<file path="src/rtl/serial_add_ctrl_if.sv">
// rtl/serial_add_ctrl_if.sv - request/result bundle for the bit-serial add/subtract sequencer
interface serial_add_ctrl_if #(
    parameter int WIDTH = 8
);
    logic             start;
    logic [1:0]       op;
    logic             carry_in;
    logic [WIDTH-1:0] a;
    logic [WIDTH-1:0] b;
    logic             busy;
    logic             done;
    logic [WIDTH-1:0] result;
    logic             cout;
    logic             ovf;
    logic             zero;

    modport master (
        output start, op, carry_in, a, b,
        input  busy, done, result, cout, ovf, zero
    );

    modport slave (
        input  start, op, carry_in, a, b,
        output busy, done, result, cout, ovf, zero
    );
endinterface

</file>
<file path="src/rtl/serial_add_ctrl.sv">
// rtl/serial_add_ctrl.sv - bit-serial add/sub/adc/pass sequencer around one shared 1-bit full adder
module addbit (
    output logic out,
    output logic cout,
    input  logic a,
    input  logic b,
    input  logic cin
);
    assign out  = a ^ b ^ cin;
    assign cout = (a & b) | (a & cin) | (b & cin);
endmodule

module serial_add_ctrl #(
    parameter int WIDTH = 8,
    localparam int CW   = $clog2(WIDTH + 1)
) (
    input  logic              clk,
    input  logic              rst_n,
    serial_add_ctrl_if.slave  bus
);
    typedef enum logic [1:0] {
        IDLE = 2'd0,
        RUN  = 2'd1,
        DONE = 2'd2
    } state_t;

    localparam logic [1:0] OP_ADD  = 2'b00;
    localparam logic [1:0] OP_SUB  = 2'b01;
    localparam logic [1:0] OP_ADC  = 2'b10;

    state_t            state_q, state_d;
    logic [WIDTH-1:0]  sh_a_q, sh_a_d;
    logic [WIDTH-1:0]  sh_b_q, sh_b_d;
    logic [WIDTH-1:0]  acc_q, acc_d;
    logic              carry_q, carry_d;
    logic [CW-1:0]     count_q, count_d;
    logic [WIDTH-1:0]  result_q, result_d;
    logic              cout_q, cout_d;
    logic              ovf_q, ovf_d;
    logic              zero_q, zero_d;

    logic              sum_bit;
    logic              sum_cout;
    logic [WIDTH-1:0]  acc_shift;
    logic              last_bit;

    addbit u_addbit (
        .out  (sum_bit),
        .cout (sum_cout),
        .a    (sh_a_q[0]),
        .b    (sh_b_q[0]),
        .cin  (carry_q)
    );

    assign acc_shift = {sum_bit, acc_q[WIDTH-1:1]};
    assign last_bit  = (count_q == CW'(WIDTH - 1));

    always_ff @(posedge clk or negedge rst_n) begin
        if (!rst_n) begin
            state_q  <= IDLE;
            sh_a_q   <= '0;
            sh_b_q   <= '0;
            acc_q    <= '0;
            carry_q  <= 1'b0;
            count_q  <= '0;
            result_q <= '0;
            cout_q   <= 1'b0;
            ovf_q    <= 1'b0;
            zero_q   <= 1'b1;
        end else begin
            state_q  <= state_d;
            sh_a_q   <= sh_a_d;
            sh_b_q   <= sh_b_d;
            acc_q    <= acc_d;
            carry_q  <= carry_d;
            count_q  <= count_d;
            result_q <= result_d;
            cout_q   <= cout_d;
            ovf_q    <= ovf_d;
            zero_q   <= zero_d;
        end
    end

    always_comb begin
        state_d  = state_q;
        sh_a_d   = sh_a_q;
        sh_b_d   = sh_b_q;
        acc_d    = acc_q;
        carry_d  = carry_q;
        count_d  = count_q;
        result_d = result_q;
        cout_d   = cout_q;
        ovf_d    = ovf_q;
        zero_d   = zero_q;

        case (state_q)
            IDLE: begin
                if (bus.start) begin
                    sh_a_d  = bus.a;
                    acc_d   = '0;
                    count_d = '0;
                    case (bus.op)
                        OP_ADD: begin sh_b_d = bus.b;  carry_d = 1'b0;         end
                        OP_SUB: begin sh_b_d = ~bus.b; carry_d = 1'b1;         end
                        OP_ADC: begin sh_b_d = bus.b;  carry_d = bus.carry_in; end
                        default: begin sh_b_d = '0;    carry_d = 1'b0;         end
                    endcase
                    state_d = RUN;
                end
            end
            RUN: begin
                sh_a_d  = sh_a_q >> 1;
                sh_b_d  = sh_b_q >> 1;
                acc_d   = acc_shift;
                carry_d = sum_cout;
                count_d = count_q + CW'(1);
                // Outputs are loaded only on the final bit so they never show a partial sum.
                if (last_bit) begin
                    result_d = acc_shift;
                    cout_d   = sum_cout;
                    ovf_d    = carry_q ^ sum_cout;
                    zero_d   = (acc_shift == '0);
                    state_d  = DONE;
                end
            end
            DONE: begin
                state_d = IDLE;
            end
            default: begin
                state_d = IDLE;
            end
        endcase
    end

    assign bus.busy   = (state_q == RUN);
    assign bus.done   = (state_q == DONE);
    assign bus.result = result_q;
    assign bus.cout   = cout_q;
    assign bus.ovf    = ovf_q;
    assign bus.zero   = zero_q;
endmodule

</file>
<file path="src/flat_wrapper.sv">
// flat-port wrapper written by rule: the top's interface ports become plain ports
module serial_add_ctrl_flat 
#(
    parameter int WIDTH = 8,
    localparam int CW   = $clog2(WIDTH + 1)
)
  (clk, rst_n, bus_start, bus_op, bus_carry_in, bus_a, bus_b, bus_busy, bus_done, bus_result, bus_cout, bus_ovf, bus_zero);
  serial_add_ctrl_if #(.WIDTH(WIDTH)) bus_i ();
  input  logic clk;
  input  logic rst_n;
  input wire logic [$bits(bus_i.start)-1:0] bus_start;
  input wire logic [$bits(bus_i.op)-1:0] bus_op;
  input wire logic [$bits(bus_i.carry_in)-1:0] bus_carry_in;
  input wire logic [$bits(bus_i.a)-1:0] bus_a;
  input wire logic [$bits(bus_i.b)-1:0] bus_b;
  output wire logic [$bits(bus_i.busy)-1:0] bus_busy;
  output wire logic [$bits(bus_i.done)-1:0] bus_done;
  output wire logic [$bits(bus_i.result)-1:0] bus_result;
  output wire logic [$bits(bus_i.cout)-1:0] bus_cout;
  output wire logic [$bits(bus_i.ovf)-1:0] bus_ovf;
  output wire logic [$bits(bus_i.zero)-1:0] bus_zero;
  assign bus_i.start = bus_start;
  assign bus_i.op = bus_op;
  assign bus_i.carry_in = bus_carry_in;
  assign bus_i.a = bus_a;
  assign bus_i.b = bus_b;
  assign bus_busy = bus_i.busy;
  assign bus_done = bus_i.done;
  assign bus_result = bus_i.result;
  assign bus_cout = bus_i.cout;
  assign bus_ovf = bus_i.ovf;
  assign bus_zero = bus_i.zero;
  serial_add_ctrl #(.WIDTH(WIDTH)) u_core (.clk(clk), .rst_n(rst_n), .bus(bus_i));
endmodule
</file>
<file path="config.mk">
export PLATFORM = sky130hd
export DESIGN_NAME = serial_add_ctrl_flat
export DESIGN_NICKNAME = d
export VERILOG_FILES = /design/src/rtl/serial_add_ctrl_if.sv /design/src/rtl/serial_add_ctrl.sv /design/src/flat_wrapper.sv
export SDC_FILE = /design/constraint.sdc
export NUM_CORES = 1
export LEC_CHECK = 0
export BUFFER_PORTS_ARGS = -buffer_cell sky130_fd_sc_hd__buf_2
export CAP_MARGIN = 40
export CORE_MARGIN = 2
export CORE_UTILIZATION = 40
export DETAILED_ROUTE_END_ITERATION = 8
export GPL_TIMING_DRIVEN = 0
export PLACE_DENSITY_LB_ADDON = 0.1
export SETUP_SLACK_MARGIN = 0.1
export SYNTH_ARGS = -nofsm -noshare
export SYNTH_HDL_FRONTEND = slang
export SYNTH_SLANG_ARGS = --single-unit
</file>
<file path="constraint.sdc">
create_clock -name clk -period 1.8 [get_ports clk]
set_input_delay 0 -clock clk [delete_from_list [all_inputs] [get_ports clk]]
set_output_delay 0 -clock clk [all_outputs]
set_load 0.02 [all_outputs]
</file>
==> impl_metrics.ini <==
[worst_setup_path]
critPathRequiredTime_ns = 1.98
reg2reg_slack_ns = 0.22
crit_path_end_kind = flip-flop
crit_buf_inv = 1
arrival_ns = 1.76
cp_slowest_cell = dfrtp_1
cp_max_fo = 10
cp_cell_sequence = ha_1 > nand2_1 > nor3_4 > buf_12 > mux2_4
critical-path-max-stage-delay_ns = 0.41
startpoint_type = flip-flop
worst-setup-path-type = reg -> reg
critPathTopFamily = flip-flops

[clocking]
post-cts-setup-buffers = 0
htree_levels = 2
cts-root-buf = clkbuf_8
cts_resized = 0
cts_hold_buf = 2
clockBufferDepth = 2
clock_sinks = 41
path_clk_slew_ns = 0.08
clkLatencyLatePin_ns = 0.29
numCtsBuffers = 5
tritoncts = done

[yosys]
yosys_warnings = 0
seq_area_frac_synth = 0.524
ys_ff_latch = 41
avgSynthCellArea_um2 = 12.1
async_flop_share = 1.00
syn-instance-count = 162
yosysUniqueCellTypes = 33
synthFlopType = dfrtp_1
syn_area_um2 = 1960
synth_edf_count = 0
synthesis.nets = 189

[global_route]
antenna_found_initial = 0
met3_usage = 0.0325
grt_max_degree = 23
grtUsageTotal = 0.162
grt_use_met1 = 0.217
grt_util_met2 = 0.268
grt.busiest_layer = met2
grt_pass1_vias = 1433
grt_pass1_wl_mm = 6.87
overflow = 0

[route]
finalWirelength_mm = 4.02
wire_per_inst_um = 14.7
drt_first_pass_iters = 4
drt.antenna.violating_nets = 0
drc = 0
drt_iter0_markers = 85
vias = 1410
via_per_inst = 5.15

[pwr]
ir_worst_vdd_mv = 0.600
powerDensity_nw_per_um2 = 1630
power.leakage_nw = 1.13

[place]
io_buffers = 34
hpwl_mm = 2.90
place_congestion = 0.779
dp.cells = 264

[floorplanning]
num_rows = 25
core_um2 = 4720
initial_utilization = 0.415
ios = 35
die_area_um2 = 5480
fp.dieH_um = 74.0
die_x_um = 74.0

[flow_run]
maxCapViolations = 0

[timing]
fin_worst_skew_ns = 0.00660
relSlewSlack = 0.657
fmax_mhz = 633
rsz0062_at_grt = no
fin_tns_setup_ns = 0
fin_crit_ns = 1.58
fin_crit_sh = 0.878
timing_worst_slew_pin_value_ns = 0.514
hold_viol_final = 0
slew_violations = 0
finalSetupViolations = 0

[run_status]
outcome = finished clean

[final_layout]
drive_above_1_share = 0.314
antenna_cells = 0
seqCellArea_um2 = 1030
stdcell_count = 274
n_fill_cell = 435
nets = 233
multi_input_area_um2 = 841
areaGrowthSynthToFinish_pct = 21.3

[min_path]
hold_class = in -> reg
cells in the mapped netlist, types with 2 or more instances:
master	number	area (um^2)
dfrtp_1	40	1000
a21oi_1	16	80.1
a22o_1	10	87.6
mux2i_1	10	100
o21ai_0	10	50.1
mux2_4	8	120
nor2b_1	8	50.1
o22ai_1	8	50.1
a22oi_1	6	45.0
nand2_1	6	22.5
buf_2	4	20.0
clkbuf_1	4	15.0
ha_1	4	50.1
inv_1	3	11.3
mux2_2	3	33.8
nand2b_1	3	18.8
buf_6	2	22.5
nor4_1	2	12.5
path summary, 6_finish.rpt:
check	depth (start not counted)	to	start
worst max-delay path	5	u_core.bus.result[5]	u_core.count_q[0]
worst min-delay path	3	u_core.sh_a_q[3]	bus_a[3]
worst max register to register	5	u_core.bus.result[5]	u_core.count_q[0]
worst min register to register	2	u_core.bus.zero	u_core.bus.zero
max in group asynchronous	3	u_core.sh_a_q[6]	rst_n
min in group asynchronous	2	u_core.bus.result[0]	rst_n
per-layer routing:
metal	wire, um	vias up
li1	-	675
met1	1840	701
met2	2020	32
met3	147	2
met4	18	0
met5	0	-
placed cells by master, fill, tap and decap left out, drive strengths merged, types with 2 or more instances in the layout:
master,synthesis,final
buf,7,42
dfrtp,40,40
a21oi,16,16
mux2,11,11
clkbuf,4,11
a22o,10,10
o21ai,10,10
mux2i,10,10
nor2b,8,8
o22ai,8,8
nand2,6,6
a22oi,6,6
ha,4,4
inv,4,4
nand2b,4,4
nor4,2,2
dlygate4sd3,0,2
area by class of cell:
type                    count  area share
plain buffers              11      0.0326
clock buffers               7      0.0363
clock inverters             1      0.0126
inverters                   4     0.00631
multi-input cells         106       0.353
flip-flops and latches     41       0.432
well taps                  67      0.0352
repair buffers             37      0.0915
per-stage QoR:
step                setup WS (ns)  total power, mW  area, um^2  hold WS, ns   util
global route                0.101             4.16        2380       0.0296  0.504
global placement            0.263             3.07        2210        0.166  0.469
floorplan                   0.393             2.70        1960       -0.296      -
CTS                         0.202             3.90        2380      0.00316  0.504
finish                      0.219             3.87        2380      0.00220  0.504
detailed placement          0.215             3.14        2240     0.000111  0.475
worst min-delay path: stages:
cell and delay, ns:
buf_2 0.07, a21oi_1 0.04, o21ai_0 0.13
logic make-up (layout without fill, tap and decap cells):
group	Yosys count	in the layout	share of synthesized area
flops	41	41	0.524
buf+inv	15	60	0.0472
compound gates	53	53	0.172
simple gates	26	26	0.0868
fa+ha+maj	5	5	0.0357
mux	21	21	0.130
xor+xnor	1	1	0.00447
state kept, by name (all words and copies together), names as in the netlist:
| name | cells |
|---|---|
| u_core.bus.result | 8 |
| u_core.sh_a_q | 8 |
| u_core.sh_b_q | 8 |
| u_core.acc_q | 7 |
| u_core.count_q | 4 |
| u_core.state_q | 2 |
| u_core.bus.cout | 1 |
| u_core.bus.ovf | 1 |
| u_core.bus.zero | 1 |
| u_core.carry_q | 1 |
report_power, final:
part	leakage [nW]	switching, mW	internal [mW]
logic	0.549	0.752	0.738
registers	0.518	0.306	1.31
clock network	0.0585	0.308	0.452
total	1.13	1.37	2.50
Power figures use the tool's default switching activity.
